<file path="src/rtl/dmem_responder.sv">
// Data-memory responder: captures one load/store from the core, forwards it over a
// req/gnt + rvalid backing bus, and returns a single-cycle response (optionally flagged as a timeout).
module dmem_responder #(
  parameter int unsigned TIMEOUT_CYCLES = 64
) (
  input  logic        clk,
  input  logic        rst_n,
  input  logic [31:0] dmem_addr_i,
  input  logic [3:0]  dmem_rmask_i,
  input  logic [3:0]  dmem_wmask_i,
  input  logic [31:0] dmem_wdata_i,
  output logic [31:0] dmem_rdata_o,
  output logic        dmem_resp_o,
  output logic        dmem_err_o,
  output logic        dmem_busy_o,
  output logic        bmem_req_o,
  output logic        bmem_we_o,
  output logic [31:0] bmem_addr_o,
  output logic [3:0]  bmem_wmask_o,
  output logic [31:0] bmem_wdata_o,
  input  logic        bmem_gnt_i,
  input  logic        bmem_rvalid_i,
  input  logic [31:0] bmem_rdata_i
);

  localparam int unsigned CW = (TIMEOUT_CYCLES > 0) ? $clog2(TIMEOUT_CYCLES + 1) : 1;

  typedef enum logic [1:0] {S_IDLE, S_REQ, S_WAIT, S_RESP} state_e;

  state_e      state_q;
  logic [CW-1:0] cnt_q;
  logic [31:0] addr_q;
  logic [3:0]  mask_q;
  logic        we_q;
  logic [31:0] wdata_q;
  logic [31:0] rdata_q;
  logic        err_q;

  logic new_req;
  logic can_accept;
  logic timeout_hit;

  assign new_req    = (|dmem_rmask_i) | (|dmem_wmask_i);
  assign can_accept = (state_q == S_IDLE) || (state_q == S_RESP);
  // The REQ cycle that would push the counter to TIMEOUT_CYCLES is the last one.
  assign timeout_hit = (TIMEOUT_CYCLES != 0) && (cnt_q == CW'(TIMEOUT_CYCLES - 1));

  always_ff @(posedge clk or negedge rst_n) begin
    if (!rst_n) begin
      state_q <= S_IDLE;
      cnt_q   <= '0;
      addr_q  <= '0;
      mask_q  <= '0;
      we_q    <= 1'b0;
      wdata_q <= '0;
      rdata_q <= '0;
      err_q   <= 1'b0;
    end else begin
      // Response data/error only live for the RESP cycle.
      rdata_q <= '0;
      err_q   <= 1'b0;

      if (can_accept) begin
        if (new_req) begin
          addr_q  <= {dmem_addr_i[31:2], 2'b00};
          wdata_q <= dmem_wdata_i;
          cnt_q   <= '0;
          state_q <= S_REQ;
          // A load wins over a simultaneous store mask.
          if (|dmem_rmask_i) begin
            we_q   <= 1'b0;
            mask_q <= dmem_rmask_i;
          end else begin
            we_q   <= 1'b1;
            mask_q <= dmem_wmask_i;
          end
        end else begin
          state_q <= S_IDLE;
        end
      end else if (state_q == S_REQ) begin
        if (bmem_gnt_i) begin
          state_q <= S_WAIT;
        end else begin
          if (cnt_q != '1) begin
            cnt_q <= cnt_q + CW'(1);
          end
          if (timeout_hit) begin
            err_q   <= 1'b1;
            state_q <= S_RESP;
          end
        end
      end else begin
        if (bmem_rvalid_i) begin
          rdata_q <= we_q ? 32'h0 : bmem_rdata_i;
          state_q <= S_RESP;
        end
      end
    end
  end

  assign dmem_resp_o  = (state_q == S_RESP);
  assign dmem_busy_o  = (state_q == S_REQ) || (state_q == S_WAIT);
  assign dmem_rdata_o = rdata_q;
  assign dmem_err_o   = err_q;

  assign bmem_req_o   = (state_q == S_REQ);
  assign bmem_we_o    = we_q;
  assign bmem_addr_o  = addr_q;
  assign bmem_wmask_o = mask_q;
  assign bmem_wdata_o = wdata_q;

endmodule

</file>
<file path="config.mk">
export PLATFORM = sky130hd
export DESIGN_NAME = dmem_responder
export DESIGN_NICKNAME = d
export VERILOG_FILES = /design/src/rtl/dmem_responder.sv
export SDC_FILE = /design/constraint.sdc
export NUM_CORES = 1
export LEC_CHECK = 0
export ABC_AREA = 1
export CORE_ASPECT_RATIO = 2
export CORE_MARGIN = 8
export CORE_UTILIZATION = 44
export DETAILED_ROUTE_END_ITERATION = 10
export HOLD_SLACK_MARGIN = 0.03
export PLACE_DENSITY = 0.85
export SETUP_SLACK_MARGIN = 0.05
export SLEW_MARGIN = 20
export SYNTH_ARGS = -nofsm -noshare
export SYNTH_HDL_FRONTEND = slang
export SYNTH_SLANG_ARGS = --single-unit
</file>
<file path="constraint.sdc">
create_clock -name clk -period 3.6 [get_ports clk]
set_input_delay 0.72 -clock clk [delete_from_list [all_inputs] [get_ports clk]]
set_output_delay 0.72 -clock clk [all_outputs]
set_load 0.1 [all_outputs]
</file>
# After elaboration in Yosys (flattened, before gate mapping)
# Index checks and enable logic that the tools add are counted.
[op_classes]
addsub = 1
bitwise = 1
mux = 21
n_eq_ne = 8
reduce_logical = 11
[ops]
columns = ["op", "n"]
rows = [
  ["32-bit 2-to-1 mux", 4],
  ["7-bit 2-to-1 mux", 5],
  ["2-bit 2-to-1 mux", 5],
  ["4-bit OR reduction", 2],
  ["7-bit by 1-bit adder with 7-bit output (second input constant)", 1],
  ["7-bit by 6-bit equality test with 1-bit output (second input constant)", 1],
  ["7-bit != test (second input constant)", 1],
  ["1-bit 2-to-1 mux", 6],
  ["2-bit equality test (second input constant)", 2],
  ["4-bit 2-to-1 mux", 1],
  ["4-bit by 1-bit != test with 1-bit output (second input constant)", 1],
  ["2-bit AND reduction", 2],
  ["4-bit AND reduction", 1],
  ["2-bit nonzero test", 2],
  ["3-bit nonzero test", 1],
  ["2-bit by 1-bit equality test with 1-bit output (second input constant)", 1],
  ["2-bit logical NOT", 1],
  ["1-bit logical OR", 2],
  ["2-bit by 1-bit != test with 1-bit output (second input constant)", 1],
  ["2-bit != test (second input constant)", 1],
  ["1-bit bitwise OR", 1],
]
[totals]
reg_bits = 109
wordCells = 50
out_inout_bits = 105

# Depth between registers and ports, before layout
# Gate-level depths: netlist of the first run.
[logic_depth]
word_depth = 5
depth_mapped = 10
mapped_depth_nobuf = 8

# Worst setup path after synthesis of the first run
# OpenSTA, ideal clock, no wires.
[synth_timing]
path_kind = "register to output"
start = "register state_q[0]"
end = "output port dmem_busy_o"
arrival_time_ns = 1.501
slack_ns = 1.379
path_stages_with_launch = 5
required_time_ns = 2.880
path_cell_list = "dfrtp_1 inv_1 ha_1 buf_2 inv_1"
[synth_between]
elab_chain_len = 2
elab_cells_between_ends = 3
[synth_rtl]
columns = ["item", "line_no", "text"]
rows = [
  ["start: declaration", "30", "state_e state_q;"],
  ["start signal: assignment", "50", "state_q <= S_IDLE;"],
  ["start signal: assignment", "68", "state_q <= S_REQ;"],
  ["start signal: assignment", "78", "state_q <= S_IDLE;"],
  ["2-bit by 1-bit equality test with 1-bit output / 2-bit equality test (equally long branches)", "102", "assign dmem_busy_o = (state_q == S_REQ) || (state_q == S_WAIT);"],
  ["1-bit logical OR (*)", "102", ""],
  ["end: declaration", "15", "output logic dmem_busy_o,"],
]
# Mark *: on every way between the ends. The rest lies on a longest branch, timed or not.

# Final worst setup path of the first run
[layout_timing]
start = "register wdata_q[23], in the netlist bmem_wdata_o[23]"
end = "output port bmem_wdata_o[23]"
[layout_lines]
columns = ["item", "line_no", "text"]
rows = [
  ["start: declaration", "35", "logic [31:0] wdata_q;"],
  ["start signal: assignment", "66", "wdata_q <= dmem_wdata_i;"],
  ["end: declaration", "20", "output logic [31:0] bmem_wdata_o,"],
]
# No word-level cell between the ends.

==> summary.txt, run 1 <==
Run status
  • Outcome: finished clean

Logic synthesis
  • Syn Area/Cell: ~9.8 um^2
  • #FFs+latches synth: 109
  • Cell taking the most area after synthesis: dfrtp_1
  • Number of distinct library cells after synthesis: 25
  • Post-Syn Area: between 0.004 and 0.005 mm^2
  • Synth Instances: 462
  • Post-synthesis sequential area ratio: 60.5%
  • Top-area cell type share of the netlist area: between 60 and 70%
  • Largest cells by area after synthesis: dfrtp_1 61%, nand2_1 19%, nor3b_2 8.3%, buf_6 2.0%, buf_2 1.3%
  • Yosys warning total: 0

Flow run
  • Max-cap viol count: 0

Clocking
  • Post-CTS resize count: 0
  • CTS Hold Bufs: 0
  • CTS Buf Count: 9
  • Clock-pin slew on the worst setup and hold paths: approximately 0.070 ns
  • Clock Sink Count: around 110
  • Maximum level of the CTS H-tree: 3
  • Clock Latency Late Sink: 0.33 ns
  • Root buffer cell: clkbuf_16
  • Post-CTS setup buffer count: 0
  • TritonCTS clock tree: yes
  • Max Root-Sink Buffers: 2

Timing
  • Post-route clock skew: 0.00841 ns
  • Worst-Margin Slew: 1.04 ns
  • Total negative setup slack: 0 ns
  • Max_slew headroom: just over 30%
  • Final Setup Violations: 0
  • Crit path time final: 2.60 ns
  • Final slew viol count: 0
  • Hold Fails Final Rpt: 0
  • RSZ-0062 raised after global routing: false
  • Final worst slack: 1.00 ns
  • Ratio of final minimum period to clock period: 72.2%
  • Fmax: 385 MHz

Drt
  • Routed length per placed instance: 17.1 um
  • Drt pass-1 iters: 4
  • Vias post-DR: 3845
  • Initial drt markers: 217
  • ANT nets after route: 0
  • Final WL: 13700 um
  • Vias per cell: roughly 4.8
  • DRC Markers: 0

Global route
  • Largest net degree at the start of global routing: 70
  • GR Util All Layers: between 20% and 30%
  • First-pass GRT wire length: 21500 um
  • Overflow after GRT: 0
  • Vias in the first global route: 4157
  • Initial antenna violation count: 2

Setup path
  • CP max stage cell: clkdlybuf4s50_1
  • CP Class: flop to primary output
  • Crit. End Element: primary output
  • Family with the most delay on the worst path: buffers and inverters
  • Worst setup SP type: flop
  • Critical Path Max Stage Delay: 1.18 ns
  • CP Buf/Inv Count: 1
  • Instance count on the critical path: 1
  • Critical Path Fanout Max: 2
  • Worst r2r path cells: 4
  • CP Data Arrival Time: 1.88 ns
  • Critical Path, Cell by Cell: clkdlybuf4s50_1
  • Worst Path Required: 2.88 ns

Place
  • Placed insts: just under 800
  • Post-DP HPWL: 10500 um
  • Routability cong.: between 0.9 and 1
  • DP Worst Slack: 1.09 ns
  • I/O Buffers: 208
  • Dpl cell area: 0.00661 mm^2

Floorplan
  • Initial Util: 45.0%
  • Rows: between 50 and 60
  • Die height: approximately 160 um
  • Core area: 0.0100 mm^2
  • Die area: 0.0139 mm^2
  • Die Width: 87.6 um
  • I/O pin cnt: 213

Worst hold path
  • Hold Path Class: primary input to async pin

Finish
  • Area delta synth->final: 53.6%
  • Non-Filler Instances: 804
  • Fin nets: 774
  • Most common cell after layout, fill and taps aside: nand2_1
  • Share of post-route cells with drive strength above 1: between 9 and 10%
  • Final Cell Area: just under 0.007 mm^2
  • Commonest cells after routing, fill and taps aside: 229 x nand2_1, 204 x clkdlybuf4s50_1, 109 x dfrtp_1, 30 x nor3b_2, 14 x inv_1
cell usage after synthesis:
library cell  count
a21oi_1           3
dfrtp_1         109
nor3b_1           2
nand2_2           3
nand4_1           2
or2_1             1
inv_2             6
inv_1            14
ha_1              4
buf_4             4
nor4_1            1
buf_2            12
nor3_1            1
or2_2             1
buf_6             8
conb_1            1
xor2_1            1
o21ai_0           6
o21ai_1           1
nand3_1           9
nand2_1         229
nor3b_2          30
nor2_1           11
nor2_2            2
and2_1            1
path summary, 6_finish.rpt:
kind,startpoint,end,slack (ns)
worst max-delay path,bmem_wdata_o[23],bmem_wdata_o[23],1.00
worst min-delay path,rst_n,bmem_addr_o[20],0.44
worst max register to register,state_q[0],dmem_rdata_o[25],1.52
worst min register to register,bmem_wdata_o[7],bmem_wdata_o[7],0.48
max in group asynchronous,rst_n,bmem_wdata_o[8],2.38
min in group clk,bmem_wdata_o[7],bmem_wdata_o[7],0.48
final cells by class:
| class | count | area [um^2] |
|---|---|---|
| clock inverter | 5 | 58.8 |
| sequential | 109 | 2730 |
| fill | 777 | 3100 |
| multi-input combinational | 310 | 1530 |
| clock buffer | 11 | 243 |
| tap | 135 | 169 |
| antenna | 2 | 5.00 |
| timing repair buffer | 212 | 2110 |
| inverter | 20 | 75.1 |
registers in the layout (all words and copies together) (netlist names):
name / count
bmem_wdata_o: 32
bmem_we_o: 1
dmem_err_o: 1
state_q: 2
bmem_wmask_o: 4
dmem_rdata_o: 32
bmem_addr_o: 30
cnt_q: 7
kinds of logic after synthesis:
group | after synthesis | share of synthesized area [%]
and+or+nand+nor | 293 | 31.3
other | 1 | 0.0832
DFF | 109 | 60.5
xor gates and xnor gates | 1 | 0.194
buffers and inverters | 44 | 5.67
AOI/OAI and AO/OA | 10 | 1.11
adders and majority gates | 4 | 1.11
metal layers:
metal,part of all wire [%],wire (um),vias up,track usage (%)
li1,-,-,1815,-
met5,0,0,-,0
met2,54,7460,155,35.6
met3,6.1,834,41,4.08
met1,34,4680,1834,19.8
met4,5.5,760,0,14.0
per-stage QoR:
step	hold WS, ns	util (%)
after detailed placement	0.464	66.0
after floorplan	0.424	-
after global routing	0.507	69.1
after CTS	0.480	69.0
final	0.437	69.1
after global placement	0.460	66.0
Power of run 1 is not shown: default switching activity piles up to over one toggle a cycle in this logic, so the estimate is an artifact.
==> run 2, diff against run 1 <==
--- a/config.mk
+++ b/config.mk
@@ -8,10 +8,10 @@
 export ABC_AREA = 1
 export CORE_ASPECT_RATIO = 2
 export CORE_MARGIN = 8
-export CORE_UTILIZATION = 44
+export CORE_UTILIZATION = 37
 export DETAILED_ROUTE_END_ITERATION = 10
 export HOLD_SLACK_MARGIN = 0.03
-export PLACE_DENSITY = 0.85
+export PLACE_DENSITY = 0.76
 export SETUP_SLACK_MARGIN = 0.05
 export SLEW_MARGIN = 20
 export SYNTH_ARGS = -nofsm -noshare
==> constraint.sdc (replaced) <==
create_clock -name clk -period 2.3 [get_ports clk]
set_input_delay 0.46 -clock clk [delete_from_list [all_inputs] [get_ports clk]]
set_output_delay 0.46 -clock clk [all_outputs]
set_load 0.1 [all_outputs]
==> run 2 against run 1 <==
Net effect: global-route usage fell by 3.8 points; register-to-register slack got worse by 1.1 ns; count of clock-buffer cells in the layout fell by 1; worst hold slack got worse by 0.34 ns; via count fell by 1.2%; clock skew rose by 0.0060 ns; non-clock buffer count rose by 5; critical path depth rose by 3; final area fell by 2.1%; core utilization fell by 13 points; sequential share of layout area rose by 0.86 points; routed wire length fell by 5.1%.
==> summary.txt, run 2 (same netlist as run 1, synthesis figures left out) <==
Drt
  • Vias post-DR: 3797
  • Drt pass-1 iters: 4
  • ANT nets after route: 0
  • Routed length per placed instance: 15.9 um
  • Final WL: 13000 um
  • Vias per cell: 4.64
  • DRC Markers: 0
  • Initial drt markers: 128

Setup path
  • Crit. End Element: primary output
  • Worst Path Required: ~1.8 ns
  • Critical Path Max Stage Delay: 0.38 ns
  • CP max stage cell: dfrtp_1
  • Critical Path, Cell by Cell: inv_1 > ha_1 > inv_1 > buf_12
  • Critical Path Fanout Max: 6
  • CP Data Arrival Time: 1.58 ns
  • Worst setup SP type: flop
  • Most numerous cell on the critical path: inv_1
  • CP Class: flop to primary output

Timing
  • RSZ-0062 raised after global routing: false
  • Ratio of final minimum period to clock period: 88.6%
  • Max_slew headroom: 37.1%
  • Final slew viol count: 0
  • Worst-Margin Slew: 0.943 ns
  • Final Setup Violations: 0
  • Crit path time final: between 2 and 2.5 ns
  • Total negative setup slack: 0 ns
  • Hold Fails Final Rpt: 0
  • Post-route clock skew: 0.0144 ns
  • Fmax: between 400 and 500 MHz

Global route
  • GR Util met2: 29.0%
  • Overflow after GRT: 0
  • Initial antenna violation count: 0
  • GR Util All Layers: between 15 and 20%
  • First-pass GRT wire length: 20600 um
  • Vias in the first global route: approximately 4000
  • Gr busiest metal: met2
  • Global routing usage on met1: around 17%
  • Largest net degree at the start of global routing: 60
  • Met3 track demand over resource: between 4 and 5%

Run status
  • Outcome: finished clean

Finish
  • Share of post-route cells with drive strength above 1: 25.7%
  • Register area: 0.00273 mm^2
  • Non-Filler Instances: 819
  • N_diodes: 0
  • Fin nets: 779
  • Most common cell after layout, fill and taps aside: nand2_1
  • FILL cells: 1042
  • Commonest cells after routing, fill and taps aside: 228 x nand2_1, 109 x dfrtp_1, 108 x buf_4, 104 x clkdlybuf4s50_1, 30 x nor3b_2
  • Area delta synth->final: 50.3%
  • Area of the multi-input gates: 0.00153 mm^2

Floorplan
  • I/O pin cnt: 213
  • Rows: 57
  • Die area: roughly 0.016 mm^2
  • Initial Util: 37.4%
  • Core area: between 0.01 and 0.015 mm^2
  • Die height: 172 um
  • Die Width: 94.0 um

Clocking
  • Clock-pin slew on the worst setup and hold paths: 0.09 ns
  • CTS Hold Bufs: 0
  • TritonCTS clock tree: yes
  • CTS Buf Count: 9
  • Clock Latency Late Sink: 0.34 ns
  • Post-CTS setup buffer count: 0
  • Post-CTS resize count: 0
  • Max Root-Sink Buffers: 2
  • Maximum level of the CTS H-tree: 3
  • Root buffer cell: clkbuf_16
  • Clock Sink Count: 109

Flow run
  • Max-cap viol count: 0

Worst hold path
  • Hold Path Class: primary input to async pin

Place
  • Placed insts: 803
  • I/O Buffers: 208
  • Post-DP HPWL: 10300 um
  • Routability cong.: 0.811
-- run 2: changes by cell type in the layout (fill, tap and decap cells not counted), sizes merged, moves of 2 or more --
cell and change:
buf +105, clkdlybuf4s50 -100, clkinv +2, clkinvlp -2, diode -2, inv +2
-- run 2: worst max-delay path, delay by kind of cell, from the launching register on --
kind	cells	cell delay, ns
adder cells (fa/ha/maj)	1	0.35
buffers and inverters	3	0.51
flip-flops	1	0.38
-- run 2: final timing paths --
| kind | startpoint | end | slack (ns) | depth (start not counted) |
|---|---|---|---|---|
| worst max-delay path | state_q[0] | dmem_busy_o | 0.26 | 4 |
| worst min-delay path | rst_n | bmem_addr_o[26] | 0.1 | 1 |
| worst max register to register | state_q[0] | dmem_rdata_o[25] | 0.44 | 4 |
| worst min register to register | bmem_addr_o[7] | bmem_addr_o[7] | 0.48 | 2 |
| max in group asynchronous | rst_n | bmem_addr_o[7] | 1.52 | 2 |
| min in group clk | bmem_addr_o[7] | bmem_addr_o[7] | 0.48 | 2 |
-- run 2: final cells by class --
type / count / area share (%)
Sequential cell: 109 / 40.3
Clock buffer: 10 / 3.53
Multi-Input combinational cell: 310 / 22.6
Inverter: 20 / 1.11
Tap cell: 147 / 2.72
Clock inverter: 6 / 0.961
Timing Repair Buffer: 217 / 28.8
-- run 2: stage by stage --
step                      hold WS (ns)  utilization [%]  area [um^2]  setup slack, ns
final                           0.0973             56.2         6770            0.263
after global routing             0.137             56.2         6770            0.186
after CTS                        0.120             56.2         6770            0.242
after detailed placement         0.466             53.7         6470            0.337
after global placement           0.463             53.7         6470            0.376
after floorplan                  0.164                -         4510            0.323
-- run 2: per-layer routing --
| layer | wire length, um | vias to the layer above |
|---|---|---|
| met4 | 523 | 0 |
| met3 | 886 | 31 |
| met2 | 6980 | 161 |
| met5 | 0 | - |
| met1 | 4650 | 1779 |
| li1 | - | 1826 |
Power of run 2 is left out for the same reason.
==> run 3, diff against run 2 <==
--- a/config.mk
+++ b/config.mk
@@ -6,7 +6,8 @@
 export NUM_CORES = 1
 export LEC_CHECK = 0
 export ABC_AREA = 1
-export CORE_ASPECT_RATIO = 2
+export ABC_CLOCK_PERIOD_IN_PS = 2300
+export CORE_ASPECT_RATIO = 1.2
 export CORE_MARGIN = 8
 export CORE_UTILIZATION = 37
 export DETAILED_ROUTE_END_ITERATION = 10
==> run 3 against run 2 <==
Net effect: global-route usage shrank 0.26 points; sequential share of layout area shrank 0.25 points; register-to-register slack gained 0.06 ns; routed wire length shrank 1.3%; via count shrank 1.2%; clock skew shrank 0.0061 ns; critical endpoint unchanged; largest cell class unchanged.
==> summary.txt, run 3 (same netlist as run 1, synthesis figures left out) <==
Run status
  • Outcome: finished clean

Clocking
  • Clock Sink Count: 109
  • Maximum level of the CTS H-tree: 3
  • CTS Hold Bufs: 0
  • TritonCTS clock tree: yes
  • CTS Buf Count: 9
  • Clock Latency Late Sink: 0.34 ns
  • Clock-pin slew on the worst setup and hold paths: around 0.070 ns
  • Post-CTS resize count: 0
  • Post-CTS setup buffer count: 0
  • Root buffer cell: clkbuf_16
  • Max Root-Sink Buffers: 2

Drt
  • Vias post-DR: 3753
  • Drt pass-1 iters: 5
  • DRC Markers: 0
  • Final WL: 12900 um
  • Vias per cell: 4.51
  • ANT nets after route: 0
  • Initial drt markers: 164
  • Routed length per placed instance: 15.5 um

Timing
  • RSZ-0062 raised after global routing: false
  • Total negative setup slack: 0 ns
  • Crit path time final: 2.04 ns
  • Fmax: between 400 and 500 MHz
  • Hold Fails Final Rpt: 0
  • Max_slew headroom: 65.7%
  • Ratio of final minimum period to clock period: 88.7%
  • Worst-Margin Slew: 0.515 ns
  • Final Setup Violations: 0
  • Hold slack: 0.0958 ns
  • Final slew viol count: 0
  • Post-route clock skew: between 0.008 and 0.009 ns

Floorplan
  • Core area: 0.0120 mm^2
  • Die Width: 117 um
  • Die height: 137 um
  • I/O pin cnt: ~210
  • Initial Util: 37.5%
  • Rows: 44
  • Die area: 0.0160 mm^2

Worst hold path
  • Hold Path Class: primary input to async pin

Place
  • Post-DP HPWL: just under 10000 um
  • Dpl cell area: 0.00650 mm^2
  • Routability cong.: 0.790
  • I/O Buffers: ~210

Setup path
  • CP Data Arrival Time: 1.58 ns
  • Critical Path Fanout Max: 6
  • Reg2Reg Launch Point: state_q[0]
  • Reg2reg end: dmem_rdata_o[0]
  • Crit. End Element: primary output
  • CP Class: flop to primary output
  • Worst setup SP type: flop
  • R2R setup slack: around 0.50 ns
  • Worst r2r path cells: 5
  • Worst Path Required: 1.84 ns

Finish
  • Commonest cells after routing, fill and taps aside: 228 x nand2_1, 109 x dfrtp_1, 105 x buf_4, 104 x clkdlybuf4s50_1, 30 x nor3b_2
  • FILL cells: 1070
  • Final Cell Area: 0.00681 mm^2
  • Final core occ: 56.8%
  • Share of post-route cells with drive strength above 1: 25.5%
  • Fin nets: approximately 800
  • Area delta synth->final: 51.2%
  • N_diodes: 0
  • Most common cell after layout, fill and taps aside: nand2_1

Flow run
  • Max-cap viol count: 0

Global route
  • First-pass GRT wire length: just under 20000 um
  • Overflow after GRT: 0
  • Largest net degree at the start of global routing: 67
  • Initial antenna violation count: 0
  • Vias in the first global route: 3859
  • GR Util All Layers: around 16%
==> run 3: changes by cell type in the layout (fill, tap and decap cells not counted), sizes merged <==
cell / previous run / this run
clkinv: 3 / 1
inv: 23 / 21
buf: 113 / 112
bufinv: 0 / 1
clkinvlp: 0 / 1
clkbuf: 10 / 12
==> run 3: layer usage <==
metal  GRT usage, %  part of all wire (%)
met1           18.1                    39
met2           27.9                    51
met5              0                     0
met4           5.63                   1.9
met3           4.86                   7.8
==> run 3: final cells by class <==
type	instances	area [um^2]	area share (%)
multi-input combinational	310	1530	22.4
timing repair buffer	216	1970	28.9
clock buffer	12	256	3.76
inverter	20	75.1	1.10
sequential	109	2730	40.0
clock inverter	4	55.1	0.808
tap	161	201	2.96
==> run 3: worst max-delay path by stage <==
stage	startpoint	end	slack, ns	depth (start not counted)
after floorplan	state_q[0]	cnt_q[5]	0.32	8
after global placement	dmem_rmask_i[1]	state_q[0]	0.38	9
after detailed placement	dmem_rmask_i[1]	state_q[0]	0.34	9
after CTS	state_q[0]	dmem_busy_o	0.26	4
after global routing	state_q[0]	dmem_busy_o	0.17	4
final	state_q[0]	dmem_busy_o	0.26	4
==> run 3: metrics by stage <==
step / std cells / worst slack, ns
floorplan: 463 / 0.323
global placement: 816 / 0.381
detailed placement: 816 / 0.337
CTS: 832 / 0.262
global route: 832 / 0.169
finish: 832 / 0.259
==> run 3: worst max-delay path, cell delays in order, from the launching register on <==
cell and delay, ns:
dfrtp_1 0.38, inv_1 0.07, ha_1 0.35, inv_1 0.23, buf_12 0.21
Power of run 3 is left out for the same reason.
